**config.mk**
```make
export PLATFORM = sky130hd
export DESIGN_NAME = cla_div4
export DESIGN_NICKNAME = d
export VERILOG_FILES = /design/src/rtl/cla_div4.sv
export SDC_FILE = /design/constraint.sdc
export NUM_CORES = 1
export LEC_CHECK = 0
export ABC_AREA = 1
export CELL_PAD_IN_SITES_DETAIL_PLACEMENT = 0
export CELL_PAD_IN_SITES_GLOBAL_PLACEMENT = 1
export CORE_MARGIN = 3
export CORE_UTILIZATION = 30
export CTS_CLUSTER_SIZE = 40
export DETAILED_ROUTE_END_ITERATION = 12
export PLACE_DENSITY_LB_ADDON = 0.1
export SKIP_CTS_REPAIR_TIMING = 1
export SLEW_MARGIN = 20
export SYNTH_ARGS = -nofsm -noshare
export SYNTH_HDL_FRONTEND = slang
export SYNTH_SLANG_ARGS = --single-unit
```
**constraint.sdc**
```tcl
create_clock -name clk -period 1.9 [get_ports clk]
set_clock_uncertainty 0.05 [all_clocks]
set_input_delay 0.19 -clock clk [delete_from_list [all_inputs] [get_ports clk]]
set_output_delay 0.19 -clock clk [all_outputs]
set_load 0.03 [all_outputs]
```
**src/rtl/cla_div4.sv**
```systemverilog
// cla_div4: 4-bit unsigned restoring divider, one carry-lookahead subtract per cycle.
// Define CLA_DIV4_DBZ_EN for the div_by_zero port and a single-cycle zero-divisor result.
module cla_div4 (
    input  logic       clk,
    input  logic       rst_n,
    input  logic       start,
    input  logic [3:0] dividend,
    input  logic [3:0] divisor,
    output logic       busy,
    output logic       done,
    output logic [3:0] quotient,
    output logic [3:0] remainder
`ifdef CLA_DIV4_DBZ_EN
    ,output logic      div_by_zero
`endif
);
    typedef enum logic [1:0] {IDLE, RUN, DONE} state_t;
    state_t state, state_nxt;
    logic [3:0] a, b, q, y, g, p;
    logic [4:0] r, rs, t, c;
    logic [1:0] cnt;
    logic accept, fast, ge;
    assign accept = start && state != RUN;
`ifdef CLA_DIV4_DBZ_EN
    assign fast = accept && divisor == 4'd0;
`else
    assign fast = 1'b0;
`endif
    assign busy = state == RUN;
    assign done = state == DONE;
    // R - divisor as R + ~{0,divisor} + 1; carries into bits 1..4 are fully lookahead-expanded
    always_comb begin
        rs = {r[3:0], a[cnt]};
        y = ~b;
        g = rs[3:0] & y;
        p = rs[3:0] ^ y;
        c[0] = 1'b1;
        c[1] = g[0] | p[0];
        c[2] = g[1] | (p[1] & g[0]) | (p[1] & p[0]);
        c[3] = g[2] | (p[2] & g[1]) | (p[2] & p[1] & g[0]) | (p[2] & p[1] & p[0]);
        c[4] = g[3] | (p[3] & g[2]) | (p[3] & p[2] & g[1]) | (p[3] & p[2] & p[1] & g[0]) | (&p);
        t = {~(rs[4] ^ c[4]), p ^ c[3:0]};
        ge = rs[4] | c[4];
        state_nxt = state == RUN ? (cnt == 2'd0 ? DONE : RUN)
                  : accept ? (fast ? DONE : RUN) : IDLE;
    end
    always_ff @(posedge clk or negedge rst_n) begin
        if (!rst_n) begin
            state <= IDLE;
            a <= '0;
            b <= '0;
            r <= '0;
            q <= '0;
            cnt <= '0;
            quotient <= '0;
            remainder <= '0;
`ifdef CLA_DIV4_DBZ_EN
            div_by_zero <= 1'b0;
`endif
        end else begin
            state <= state_nxt;
            if (accept) begin
                a <= dividend;
                b <= divisor;
                r <= '0;
                cnt <= 2'd3;
`ifdef CLA_DIV4_DBZ_EN
                if (fast) begin
                    quotient <= 4'hF;
                    remainder <= dividend;
                    div_by_zero <= 1'b1;
                end
`endif
            end else if (state == RUN) begin
                r <= ge ? t : rs;
                q <= {q[2:0], ge};
                cnt <= cnt - 2'd1;
                if (cnt == 2'd0) begin
                    quotient <= {q[2:0], ge};
                    remainder <= ge ? t[3:0] : rs[3:0];
`ifdef CLA_DIV4_DBZ_EN
                    div_by_zero <= 1'b0;
`endif
                end
            end
        end
    end
endmodule

```
**Word-level counts from Yosys, hierarchy flattened**

Cells that the tools add are included.
W data, S select, Z words.

- Logic and storage cells: 57
- Bits of input ports: 11
- Bits in registers: 27
- Output and inout bits: 10

- Magnitude comparators: 1
- Eq/ne operators: 3
- Add/sub/neg operators: 1
- Muxes and demuxes: 11
- Reductions and logical operators: 6
- Bitwise operators: 27

Operators by type and width:

| cell | number |
|---|---|
| $mux W4 | 4 |
| $and A1 B1 Y1 | 11 |
| $or A1 B1 Y1 | 11 |
| $mux W2 | 4 |
| $xor A4 B4 Y4 | 2 |
| $and A4 B4 Y4 | 1 |
| $not A4 Y4 | 1 |
| $reduce_and A4 Y1 | 1 |
| $lt A2 B3 Y1 const B | 1 |
| $reduce_and A3 Y1 | 1 |
| $bmux W1 S2 | 1 |
| $eq A2 B1 Y1 const B | 1 |
| $eq A2 B2 Y1 const B | 1 |
| $logic_not A2 Y1 | 1 |
| $mux W1 | 2 |
| $ne A2 B1 Y1 const B | 1 |
| $reduce_and A2 Y1 | 1 |
| $reduce_bool A2 Y1 | 1 |
| $sub A2 B1 Y2 const B | 1 |
| $logic_and A1 B1 Y1 | 1 |
| $not A1 Y1 | 1 |

**Longest topological paths before layout**

- Word-level depth: 12
- Depth in mapped cells: 14
- Gate-level depth less buffers: 14

**Worst setup path before layout**

OpenSTA, ideal clock, no wires.

- Path kind: reg-to-reg
- Start: register cnt[0]
- End: register r[2]
- Stages on the path, launching flop included: 14
- Arrival time: 1.564 ns
- Path slack: 0.221 ns
- Period minus slack after synthesis: 1.679 ns
- Setup time: 0.065 ns
- Required time: 1.785 ns
- Path buffers: 0
- Cells stage by stage: dfrtp_1 inv_1 nand2_1 nand3_1 nand2_1 inv_1 ha_1 nand2_1 nand3_2 a21oi_2 nand2_1 o21ai_2 nand2_1 nand2_1

- Longest elaborated chain between the ends: 10
- Elaborated cells between the ends (all ways): 17
- Those cells by class: 5 x mux; 11 x bitwise; 1 x reduce/logical

RTL lines:

| what | RTL line | source |
|---|---|---|
| start: declaration | 21 | `logic [1:0] cnt;` |
| start signal: assignment | 77 | `cnt <= cnt - 2'd1;` |
| $bmux W1 S2 (*) | 33 | `rs = {r[3:0], a[cnt]};` |
| $mux W1 (implied by the code) (*) | 33 |  |
| $and A4 B4 Y4 | 35 | `g = rs[3:0] & y;` |
| $and A1 B1 Y1 (on tied branches) | 39, 41 |  |
| $or A1 B1 Y1 (on tied branches) (2 in series) | 39, 41 |  |
| $xor A4 B4 Y4 or $or A1 B1 Y1 (tied branches) | 42, 43 |  |
| $mux W4 (*) | 75 | `r <= ge ? t : rs;` |
| $mux W4 (*) | 74 | `end else if (state == RUN) begin` |
| $mux W4 (*) | 62 | `if (accept) begin` |
| end signal: assignment | 75 |  |
| end: declaration | 20 | `logic [4:0] r, rs, t, c;` |

Every way passes the cells marked *; elsewhere a longest branch is shown, timed or not. The select of a mux whose other input is x is not followed.
A chain may end at the register's enable or synchronous reset.

**Worst setup path in the final report**

- Start: register cnt[0]
- End: register r[3]

- Longest elaborated chain between the ends: 10
- Elaborated cells between the ends (all ways): 17
- Those cells by class: 5 x mux; 11 x bitwise; 1 x reduce/logical

RTL lines:

| what | RTL line |
|---|---|
| $bmux W1 S2 (*) | 33 |
| $mux W1 (implied by the code) (*) | 33 |
| $and A4 B4 Y4 | 35 |
| $and A1 B1 Y1 (on tied branches) | 40, 41 |
| $or A1 B1 Y1 (on tied branches) (2 in series) | 40, 41 |
| $xor A4 B4 Y4 or $or A1 B1 Y1 (tied branches) | 42, 43 |
| $mux W4 (*) | 75 |
| $mux W4 (*) | 74 |
| $mux W4 (*) | 62 |

Marks and branches as above.

==> summary.md <==
| Metric | Value |
|---|---|
| Status | `completed` |
| Rows | `23` |
| Post-DP HPWL | `1950 um` |
| Sequential Power Share | `between 20% and 30%` |
| Core area | `about 0.0041 mm^2` |
| First DRT Iteration DRCs | `57` |
| Finished layout cell area | `~0.0017 mm^2` |
| Net Switching | `about 1600 uW` |
| Peak Freq | `563 MHz` |
| Fin Hold WS | `about 0.23 ns` |
| Worst-skew pair later-pin latency | `between 0.2 and 0.3 ns` |
| Crit path launch type | `register` |
| Fillers | `around 430` |
| Ys Warns | `0` |
| Placed cells | `217` |
| Multi-input logic area | `around 600 um^2` |
| TritonCTS clock tree | `built` |
| Crit Path Max Fanout | `5` |
| Total Wirelength | `2630 um` |
| Clk pwr share | `a little under a tenth` |
| Most instantiated cells after synthesis | `nand2_1, dfrtp_1, inv_1` |
| Final ANT Viol Nets | `0` |
| Clk root buf | `clkbuf_8` |
| Fin. Hold Viols | `0` |
| Area added between synthesis and finish | `25.5%` |
| Most numerous cell in the Yosys netlist | `nand2_1` |
| Max-slew headroom | `about 77%` |
| DRC viols | `0` |
| Pin count of the biggest net entering global routing | `28` |
| GPL Wtd Cong | `0.809` |
| Final Cycle Share | `between 90% and 100%` |
| Sequential fraction of the synthesis area | `between 50% and 60%` |
| Max H-tree Level | `1` |
| Die ar. | `around 0.0053 mm^2` |
| Die height | `72.6 um` |
| Max cap viols | `0` |
| Synth top area cells | `dfrtp_1, nand2_1, ha_1` |
| TritonCTS buffer count | `3` |
| Worst-Margin Slew | `approximately 0.35 ns` |
| Tightest Hold Check Type | `input port to asynchronous set/reset pin` |
| Total GRT Usage | `10.5%` |
| Nets@finish | `190` |
| Die width | `roughly 73 um` |
| Max incr delay on CP | `0.43 ns` |
| Clk buf depth | `2` |
| CP dominant cell by count | `nand2_1` |
| Asr flop ratio synth | `100%` |
| Starting Density | `roughly a third` |
| Avg WL per Cell | `11.9 um` |
| Tmin final | `1.78 ns` |
| PD cells | `approximately 2000 mW/mm^2` |
| Yosys cell types | `21` |
| Vias in the first global route | `903` |
| Area after DPL | `~0.0016 mm^2` |
| Syn_area_per_cell | `8.99 um^2` |
| DRT Pass-1 Iters | `4` |
| Synth top area share | `approximately half` |
| Clk slew on worst S/H paths | `~0.090 ns` |
| Grt ovf | `0` |
| Most used flip-flop cell after synthesis | `dfrtp_1` |
| Initial antenna violation count | `0` |
| # IOs | `21` |
| WS Path Type | `register to register` |
| Port bufs | `20` |
| Fin cells | `around 220` |
| Setup slack at placement | `0.0221 ns` |
| CP Capture Type | `register` |
| Combinational share of power | `between 60% and 70%` |
| Via/cell ratio | `between 4 and 5` |
| Sw Share | `between 40% and 50%` |
| Syn Inst Count | `~150` |
| First-pass GRT wire length | `roughly 4300 um` |
| Fin. max-slew vios | `0` |
| Worst EP arrival | `1.89 ns` |
| Layout cells sized above 1 | `15.7%` |
| Vias | `983` |
| Worst-path cell chain | `inv_2 > nand2_1 > nand3_1 > nand2_2 > inv_1 > ha_4 > nand2_2 > nand3_4 > nand2_2 > nand2_4 > nand3_1 > nand2_1 > nand2_1 > nand2_1` |
| Leakage | `0.000824 uW` |
| Crit-path slowest cell | `dfrtp_1` |
| Final core occ | `40.3%` |
| Int Pwr | `around 1800 uW` |
| Post-Syn Nets | `165` |
| Post-synth EDFFs | `0` |
| Worst EP required | `between 2 and 2.5 ns` |
| Setup WS post-layout | `approximately 0.12 ns` |
| Post-synth top area cell | `dfrtp_1` |
| Synthesized area | `~0.0013 mm^2` |
| Final count of negative-setup-slack endpoints | `0` |
| Yosys reg bits | `27` |
| VDD IR-drop max | `roughly 0.00064 V` |
| Reg area | `around 680 um^2` |
| Clock sink count | `27` |
| Antenna diode count | `0` |
-- per-stage QoR --
step / power, uW / TNS [ns]
2_1_floorplan: 2400 / 0
3_3_place_gp: 2850 / 0
3_5_place_dp: 2880 / 0
4_1_cts: 3220 / -0.0912
5_1_grt: 3650 / -0.0182
6_report: 3350 / 0
-- critical path: cells and delay by family (launching register included) --
kind | cells | cell delay, ns
AND/OR/NAND/NOR | 11 | 0.82
adder cells (fa/ha/maj) | 1 | 0.21
buffers and inverters | 2 | 0.18
flip-flops | 1 | 0.43
-- logic make-up after synthesis --
family	synth area share, %
buffers and inverters	7.06
multiplexers	3.67
adder cells (fa/ha/maj)	5.64
XOR/XNOR	0.659
AND/OR/NAND/NOR	23.9
flip-flops	50.8
AO/OA/AOI/OAI	8.28
-- layout by cell type (no fill, tap or decap) --
cell             synthesis  layout
nand2_1                 46      44
dfrtp_1                 27      27
clkdlybuf4s50_1          0      19
inv_1                   17      16
nand3_1                  9       9
nor2_1                   7       7
a21oi_1                  7       7
o21ai_0                  5       5
ha_1                     6       5
nand2_2                  2       4
o21ai_2                  3       4
inv_2                    2       3
nand2_4                  3       3
mux2_2                   3       3
clkbuf_8                 0       3
o21ai_1                  3       2
buf_4                    0       2
nor2_4                   1       1
nand3_4                  0       1
a21oi_4                  0       1
xor2_1                   1       1
nand4_1                  1       1
mux2_4                   1       1
ha_4                     0       1
clkbuf_1                 0       1
dlymetal6s2s_1           0       1
-- power groups by stage --
stage                     sequential (uW)  combinational [uW]  clock [uW]
after floorplan                      1120                1290           0
after global placement               1010                1840           0
after detailed placement             1020                1870           0
after CTS                            1010                1870         343
after global routing                 1040                2250         363
final                                1000                2030         323
-- final cells by class --
type / instances / share of cell area [%]
Tap cell: 50 / 3.75
Inverter: 19 / 4.27
Clock buffer: 4 / 2.70
Sequential cell: 27 / 40.5
Multi-Input combinational cell: 100 / 35.8
Timing Repair Buffer: 22 / 13.0
-- sequential cells by signal, indices dropped and copies added (netlist names) --
name,cells
a,4
b,4
cnt,2
q,3
quotient,4
r,4
remainder,4
state,2
-- final timing paths --
kind | cells past startpoint | startpoint | endpoint | slack, ns
max | 14 | cnt[0]$_DFFE_PN0P_ | r[3]$_DFFE_PN0P_ | 0.12
min | 2 | rst_n | r[2]$_DFFE_PN0P_ | 0.23
max reg2reg | 14 | cnt[0]$_DFFE_PN0P_ | r[3]$_DFFE_PN0P_ | 0.12
min reg2reg | 2 | q[2]$_DFFE_PN0P_ | quotient[3]$_DFFE_PN0P_ | 0.44
max in group asynchronous | 2 | rst_n | r[1]$_DFFE_PN0P_ | 1.30
min in group clk | 2 | q[2]$_DFFE_PN0P_ | quotient[3]$_DFFE_PN0P_ | 0.44
-- per-layer routing --
| metal | GRT usage [%] | routed length (um) |
|---|---|---|
| met5 | 0 | 0 |
| met4 | 3.07 | 13 |
| met1 | 14.4 | 1280 |
| met2 | 16.6 | 1230 |
| met3 | 2.20 | 104 |
No activity file was read; power rests on OpenSTA's default activity.
